## config.mk

```make
export PLATFORM = sky130hd
export DESIGN_NAME = seq_multiplier
export DESIGN_NICKNAME = d
export VERILOG_FILES = /design/src/rtl/seq_multiplier.sv
export SDC_FILE = /design/constraint.sdc
export NUM_CORES = 1
export LEC_CHECK = 0
export BUFFER_PORTS_ARGS = -buffer_cell sky130_fd_sc_hd__buf_4
export CAP_MARGIN = 20
export CORE_ASPECT_RATIO = 0.9
export CORE_UTILIZATION = 45
export DETAILED_ROUTE_END_ITERATION = 6
export HOLD_SLACK_MARGIN = 0.08
export PLACE_DENSITY = 0.63
export SKIP_CTS_REPAIR_TIMING = 1
export SYNTH_ARGS = -nofsm -noshare
export SYNTH_HDL_FRONTEND = slang
export SYNTH_SLANG_ARGS = --single-unit
export TNS_END_PERCENT = 20
```

## constraint.sdc

```tcl
create_clock -name Clock -period 3.34 [get_ports Clock]
set_clock_uncertainty 0.15 [all_clocks]
set_input_delay 0.334 -clock Clock [delete_from_list [all_inputs] [get_ports Clock]]
set_output_delay 0.334 -clock Clock [all_outputs]
set_load 0.02 [all_outputs]
```

## src/rtl/seq_multiplier.sv

```systemverilog
// Multi-cycle shift-add multiplier feeding the MulFile product register, one bit per clock.
// Optional signed operation is enabled by defining MUL_SIGNED_EN.
module seq_multiplier #(
  parameter int unsigned WIDTH = 24,
  parameter int unsigned CNT_W = 5
) (
  input  logic               Clock,
  input  logic               Reset_n,
  input  logic               Start,
  input  logic [WIDTH-1:0]   OpA,
  input  logic [WIDTH-1:0]   OpB,
  input  logic               Signed,
  output logic               Busy,
  output logic               MulWrite,
  output logic [2*WIDTH-1:0] WriteMul
);

  typedef enum logic [1:0] {StIdle, StRun, StDone} state_e;

  state_e             state_q, state_d;
  logic [CNT_W-1:0]   cnt_q, cnt_d;
  logic [2*WIDTH-1:0] mcand_q, mcand_d;
  logic [WIDTH-1:0]   mplier_q, mplier_d;
  logic [2*WIDTH-1:0] acc_q, acc_d;
  logic [2*WIDTH-1:0] write_mul_q, write_mul_d;
  logic               neg_q, neg_d;

  logic [WIDTH-1:0]   op_a_mag, op_b_mag;
  logic               sign_in;
  logic               last_iter;

`ifdef MUL_SIGNED_EN
  // Magnitudes fit unsigned even for the most negative operand.
  always_comb begin
    op_a_mag = (Signed && OpA[WIDTH-1]) ? (~OpA + 1'b1) : OpA;
    op_b_mag = (Signed && OpB[WIDTH-1]) ? (~OpB + 1'b1) : OpB;
    sign_in  = Signed & (OpA[WIDTH-1] ^ OpB[WIDTH-1]);
  end
`else
  logic unused_signed;
  assign unused_signed = Signed;
  always_comb begin
    op_a_mag = OpA;
    op_b_mag = OpB;
    sign_in  = 1'b0;
  end
`endif

  assign last_iter = (cnt_q == CNT_W'(WIDTH - 1));

  always_ff @(posedge Clock) begin
    if (!Reset_n) begin
      state_q <= StIdle;
    end else begin
      state_q <= state_d;
    end
  end

  always_comb begin
    state_d = state_q;
    unique case (state_q)
      StIdle:  if (Start) state_d = StRun;
      StRun:   if (last_iter) state_d = StDone;
      StDone:  state_d = StIdle;
      default: state_d = StIdle;
    endcase
  end

  always_comb begin
    Busy     = (state_q != StIdle);
    MulWrite = (state_q == StDone);
  end

  always_comb begin
    cnt_d       = cnt_q;
    mcand_d     = mcand_q;
    mplier_d    = mplier_q;
    acc_d       = acc_q;
    write_mul_d = write_mul_q;
    neg_d       = neg_q;
    unique case (state_q)
      StIdle: begin
        if (Start) begin
          cnt_d    = '0;
          mcand_d  = {{WIDTH{1'b0}}, op_a_mag};
          mplier_d = op_b_mag;
          acc_d    = '0;
          neg_d    = sign_in;
        end
      end
      StRun: begin
        acc_d    = acc_q + (mplier_q[0] ? mcand_q : '0);
        mplier_d = mplier_q >> 1;
        mcand_d  = mcand_q << 1;
        cnt_d    = cnt_q + 1'b1;
        if (last_iter) begin
          write_mul_d = neg_q ? (~acc_d + 1'b1) : acc_d;
        end
      end
      default: ;
    endcase
  end

  always_ff @(posedge Clock) begin
    if (!Reset_n) begin
      cnt_q       <= '0;
      mcand_q     <= '0;
      mplier_q    <= '0;
      acc_q       <= '0;
      write_mul_q <= '0;
      neg_q       <= 1'b0;
    end else begin
      cnt_q       <= cnt_d;
      mcand_q     <= mcand_d;
      mplier_q    <= mplier_d;
      acc_q       <= acc_d;
      write_mul_q <= write_mul_d;
      neg_q       <= neg_d;
    end
  end

  assign WriteMul = write_mul_q;

endmodule

```

======== Yosys cells after proc, flatten, opt, wreduce, memory -nomap -nowiden ========
Index checks and enable logic that the tools add are counted.
W data, S select, Z words.
storage, ports and cells
  bits of input ports ..................... 52
  word-level logic and storage cells ...... 31
  bits in latches ......................... 0
  bits in writable memories ............... 0
  flip-flop bits (word level) ............. 175
  memories ................................ 0
  ROM bits ................................ 0
  output and inout bits ................... 50
cells by class
  div/mod/pow operators ................... 0
  equality and inequality tests ........... 5
  order comparisons ....................... 0
  multiply operators ...................... 0
  mux-type cells .......................... 12
  add/sub/neg operators ................... 2
  bitwise logic cells ..................... 0
  shift operators ......................... 0
  reductions and logical operators ........ 6
operator list
  cell                   number
  $pmux W48 S2           2
  $mux W48               3
  $add A48 B48 Y48       1
  $pmux W24 S2           1
  $mux W24               1
  $pmux W5 S2            1
  $reduce_and A2 Y1      3
  $add A5 B1 Y5 const B  1
  $eq A5 B5 Y1 const B   1
  $mux W5                1
  $mux W2                2
  $ne A2 B2 Y1 const B   2
  $pmux W2 S2            1
  $reduce_bool A2 Y1     2
  $eq A2 B1 Y1 const B   1
  $eq A2 B2 Y1 const B   1
  $logic_not A2 Y1       1

======== Depth between registers and ports, before layout ========
  depth after elaboration ................. 3
  mapped depth ............................ 13

======== Least setup slack after synthesis ========
Ideal clock, no wire load.
  path kind ............................... register to register
  start point ............................. register mplier_q[0]
  end point ............................... register acc_q[38]
  library setup time ...................... 0.117 ns
  buffers on the path ..................... 2
  path slack .............................. 0.249 ns
  stages on the path, launching flop included .. 13
  arrival ................................. 2.824 ns
  path through ............................ dfxtp_1 > clkbuf_1 > clkbuf_1 > and2_1 > ha_1 > a21oi_4 > nand2_1 > a221oi_1 > a31oi_1 > o21a_1 > or3_1 > nor2b_1 > a22o_1
on the way
  cells in the longest elaborated chain, start to end .. 3
RTL lines
  element                   line  RTL
  start: declaration        23    logic [WIDTH-1:0] mplier_q, mplier_d;
  start signal: assignment  115   mplier_q <= mplier_d;
  $mux W48                  92    acc_d = acc_q + (mplier_q[0] ? mcand_q : '0);
  $add A48 B48 Y48          92
  $pmux W48 S2              81    unique case (state_q)
  end signal: assignment    109   acc_q <= '0;
  end signal: assignment    116   acc_q <= acc_d;
  end: declaration          24    logic [2*WIDTH-1:0] acc_q, acc_d;
Every way passes these cells.
A chain may end at the register's enable or synchronous reset.

======== Worst setup path after layout ========
  start point ............................. register mplier_q[0]
  end point ............................... register write_mul_q[45] (netlist: WriteMul[45])
on the way
  cells in the longest elaborated chain, start to end .. 2
RTL lines
  element                 line  RTL
  $mux W48                92
  $add A48 B48 Y48        92
  end signal: assignment  117   write_mul_q <= write_mul_d;
  end: declaration        25    logic [2*WIDTH-1:0] write_mul_q, write_mul_d;
Every way passes these cells.

==> flow_summary.toml <==
[synthesis]
synth_fa_ha_area_frac = 0.0637
synthArstFlopShare = 0
yosysSeqAreaShare = 0.360
syn_nets = 1273
synth_ff_type = "dfxtp_1"
synth_top_family_by_area = "compound AO/OA/AOI/OAI gates"
synth-xor-area-share = 0.0297
yosys.area_share.simple = 0.212
netlist.area_leader.share = 0.360
synth_edf_count = 0
synthMuxAreaShare = 0.00514
yosysUniqueCellTypes = 67
synth_seq_cells = 175
synth.avg_cell_area_sq_um = 8.31
ys_warn_count = 0
yosysTopAreaCell = "dfxtp_1"
synthTopCellsByArea = "dfxtp_1, a21oi_1, ha_1"
syn_inst = 1172
synth_compound_area_frac = 0.289
syn_area_sq_mm = 0.00974

[outcome]
status = "completed"

[floorplanning]
die_h_microns = 142
core_area_sq_mm = 0.0210
die_x_microns = 157
row_count = 50
initial_core_util = 0.463
ios = 102
dieArea_sq_mm = 0.0222

[sta]
hold_viol = 0
hold_ws_ps = 124
finalCriticalPeriod_ps = 3220
setup_viol = 0
rsz0062_at_grt = "true"
tightest_slew_ps = 1060
report.final.slew_viol_count = 0
fmax_ghz = 0.311
slew_headroom = 0.292
fin_crit_sh = 0.964
timing.final.ws_setup_ps = 119

[placed_design]
hpwlAfterDp_microns = 19200
dp_slack_ps = 6.33
io_buffers = 100
dpl_cell_area_sq_mm = 0.0109
gp_congestion = 0.920

[grt]
grt_pass1_wl_microns = 43800
grt_max_degree = 82
track_usage = 0.251
grt_pass1_vias = 8219
grt.overflow.total = 0
antenna_found_initial = 0

[clocking]
clockBufferDepth = 2
cts.clk_slew.worst_paths_ps = 60
clock_latency_ps = 430
clock-root-buffer = "clkbuf_16"
cts_buffers = 17
cts_sinks = 175
htree_num_levels = 4
tritoncts = "built"

[final_layout]
nNetsFinal = 1361
fill_cells = 2028
syn_to_final_growth_pct = 19.7
drive_above_1_share = 0.205
fin_area_sq_mm = 0.0117
diodes = 0

[worst_setup_path]
cp-start-kind = "flop"
path_class = "reg2reg"
worstPathMaxFanout = 25
cp_data_required_time_ps = 3540
rr_worst_depth = 11
worstSetupEndpointType = "flop"
cp_data_arrival_time_ps = 3420

[detailed_routing]
first_pass_iters = 5
num_vias = 8995
postRouteAntennaNets = 0
viasPerCell = 5.77
routedWlPerCell_microns = 17.6
routed_wirelength_microns = 27500
route.detailed.drc = 0
dr.first_iter.drc_count = 843

[job]
maxCapViolCount = 0

[power_and_ir_drop]
swShare = 0.258
pwr-share-seq = 0.467
p_sw_w = 0.00123
internal_power_w = 0.00353
power_density_mw_per_mm2 = 408
p_clk_frac = 0.420
total_power_w = 0.00476
comb_power_share = 0.114
ir_drop_uv = 287
leakage_nw = 4.91

[worst_hold_path]
hold_path.class = "in2reg"
holdPathStages = 3
==> placed cells by master (no fill, tap or decap), drive strengths merged, types with 5 or more instances in the layout <==
cell type    instances
a211oi              12
a21boi               5
a21o                23
a21oi              128
a22o                47
a22oi                9
a31oi                8
and2                56
and3                 8
buf                150
clkbuf              21
dfxtp              175
dlygate4sd3          6
ha                  48
inv                 20
mux2i                5
nand2              115
nand2b               5
nand3               33
nand3b               5
nand4               20
nor2                85
nor2b               47
nor3                13
o211ai              15
o21a                12
o21ai               53
o21bai               9
o221a               40
or2                  5
or3                 13
xnor2               24
xor2                 9
==> final cells by class <==
cell class | instances | area [sq um] | area share
sequential | 175 | 3510 | 0.301
inverter | 18 | 67.6 | 0.00580
clock inverter | 11 | 131 | 0.0113
multi-input combinational | 892 | 5930 | 0.509
tap | 286 | 358 | 0.0307
timing repair buffer | 156 | 1210 | 0.104
clock buffer | 21 | 450 | 0.0386
==> flip-flops by register name (all words and copies together) (netlist names) <==
signal    count
cnt_q         5
WriteMul     48
acc_q        48
mcand_q      48
state_q       2
mplier_q     24
==> worst paths after layout <==
path,startpoint,endpoint,slack (ps)
hold reg to reg,WriteMul[3],WriteMul[3],300
hold / removal,OpA[23],mcand_q[23],120
setup reg to reg,mplier_q[0],WriteMul[45],120
setup / recovery,mplier_q[0],WriteMul[45],120
==> Yosys cell counts (15+ instances only) <==
cell,number
o211ai_1,15
nor2b_1,47
and2_1,55
o221a_2,40
a21oi_1,125
o21ai_0,45
xnor2_1,24
nand4_1,20
nand2_1,114
inv_1,18
ha_1,48
nor2_1,85
clkbuf_1,73
nand3_1,33
dfxtp_1,175
a22o_1,47
a21o_1,23
==> stage by stage <==
| step | utilization | std cells | setup TNS, ps |
|---|---|---|---|
| global placement | 0.519 | 1518 | 0 |
| floorplan | - | 1172 | 0 |
| global route | 0.555 | 1559 | -119 |
| finish | 0.555 | 1559 | 0 |
| detailed placement | 0.519 | 1518 | 0 |
| CTS | 0.547 | 1550 | -27.4 |
==> power groups by stage <==
stage                     registers (W)  clock network, W  logic, W
final                           0.00222           0.00200  0.000542
after global routing            0.00223           0.00213  0.000594
after CTS                       0.00222           0.00204  0.000533
after detailed placement        0.00227                 0  0.000530
after global placement          0.00227                 0  0.000524
after floorplan                 0.00224                 0  0.000363
==> routing by layer <==
metal  vias up  global-route usage  part of all wire
met5         -                   0                 0
met4         0              0.0572            0.0090
met3        17              0.0409             0.051
met2       254               0.375              0.42
met1      4277               0.375              0.51
li1       4447                   -                 -
==> logic make-up (layout without fill, tap and decap cells) <==
| logic type | Yosys count | after routing |
|---|---|---|
| compound gates | 392 | 392 |
| xor+xnor | 33 | 33 |
| fa+ha+maj | 49 | 49 |
| buf+inv | 105 | 206 |
| flops | 175 | 175 |
| mux | 5 | 5 |
| simple gates | 413 | 413 |
==> worst max-delay path, stage by stage (launching register included) <==
cell	delay [ps]
dfxtp_2	350
buf_12	160
and2_1	170
ha_1	370
a21oi_1	230
o21a_1	250
a21boi_0	310
o221a_2	330
nor3_1	100
or2_2	330
o21a_1	210
o211ai_1	170
Note: power is estimated with default switching activity, not from simulation.
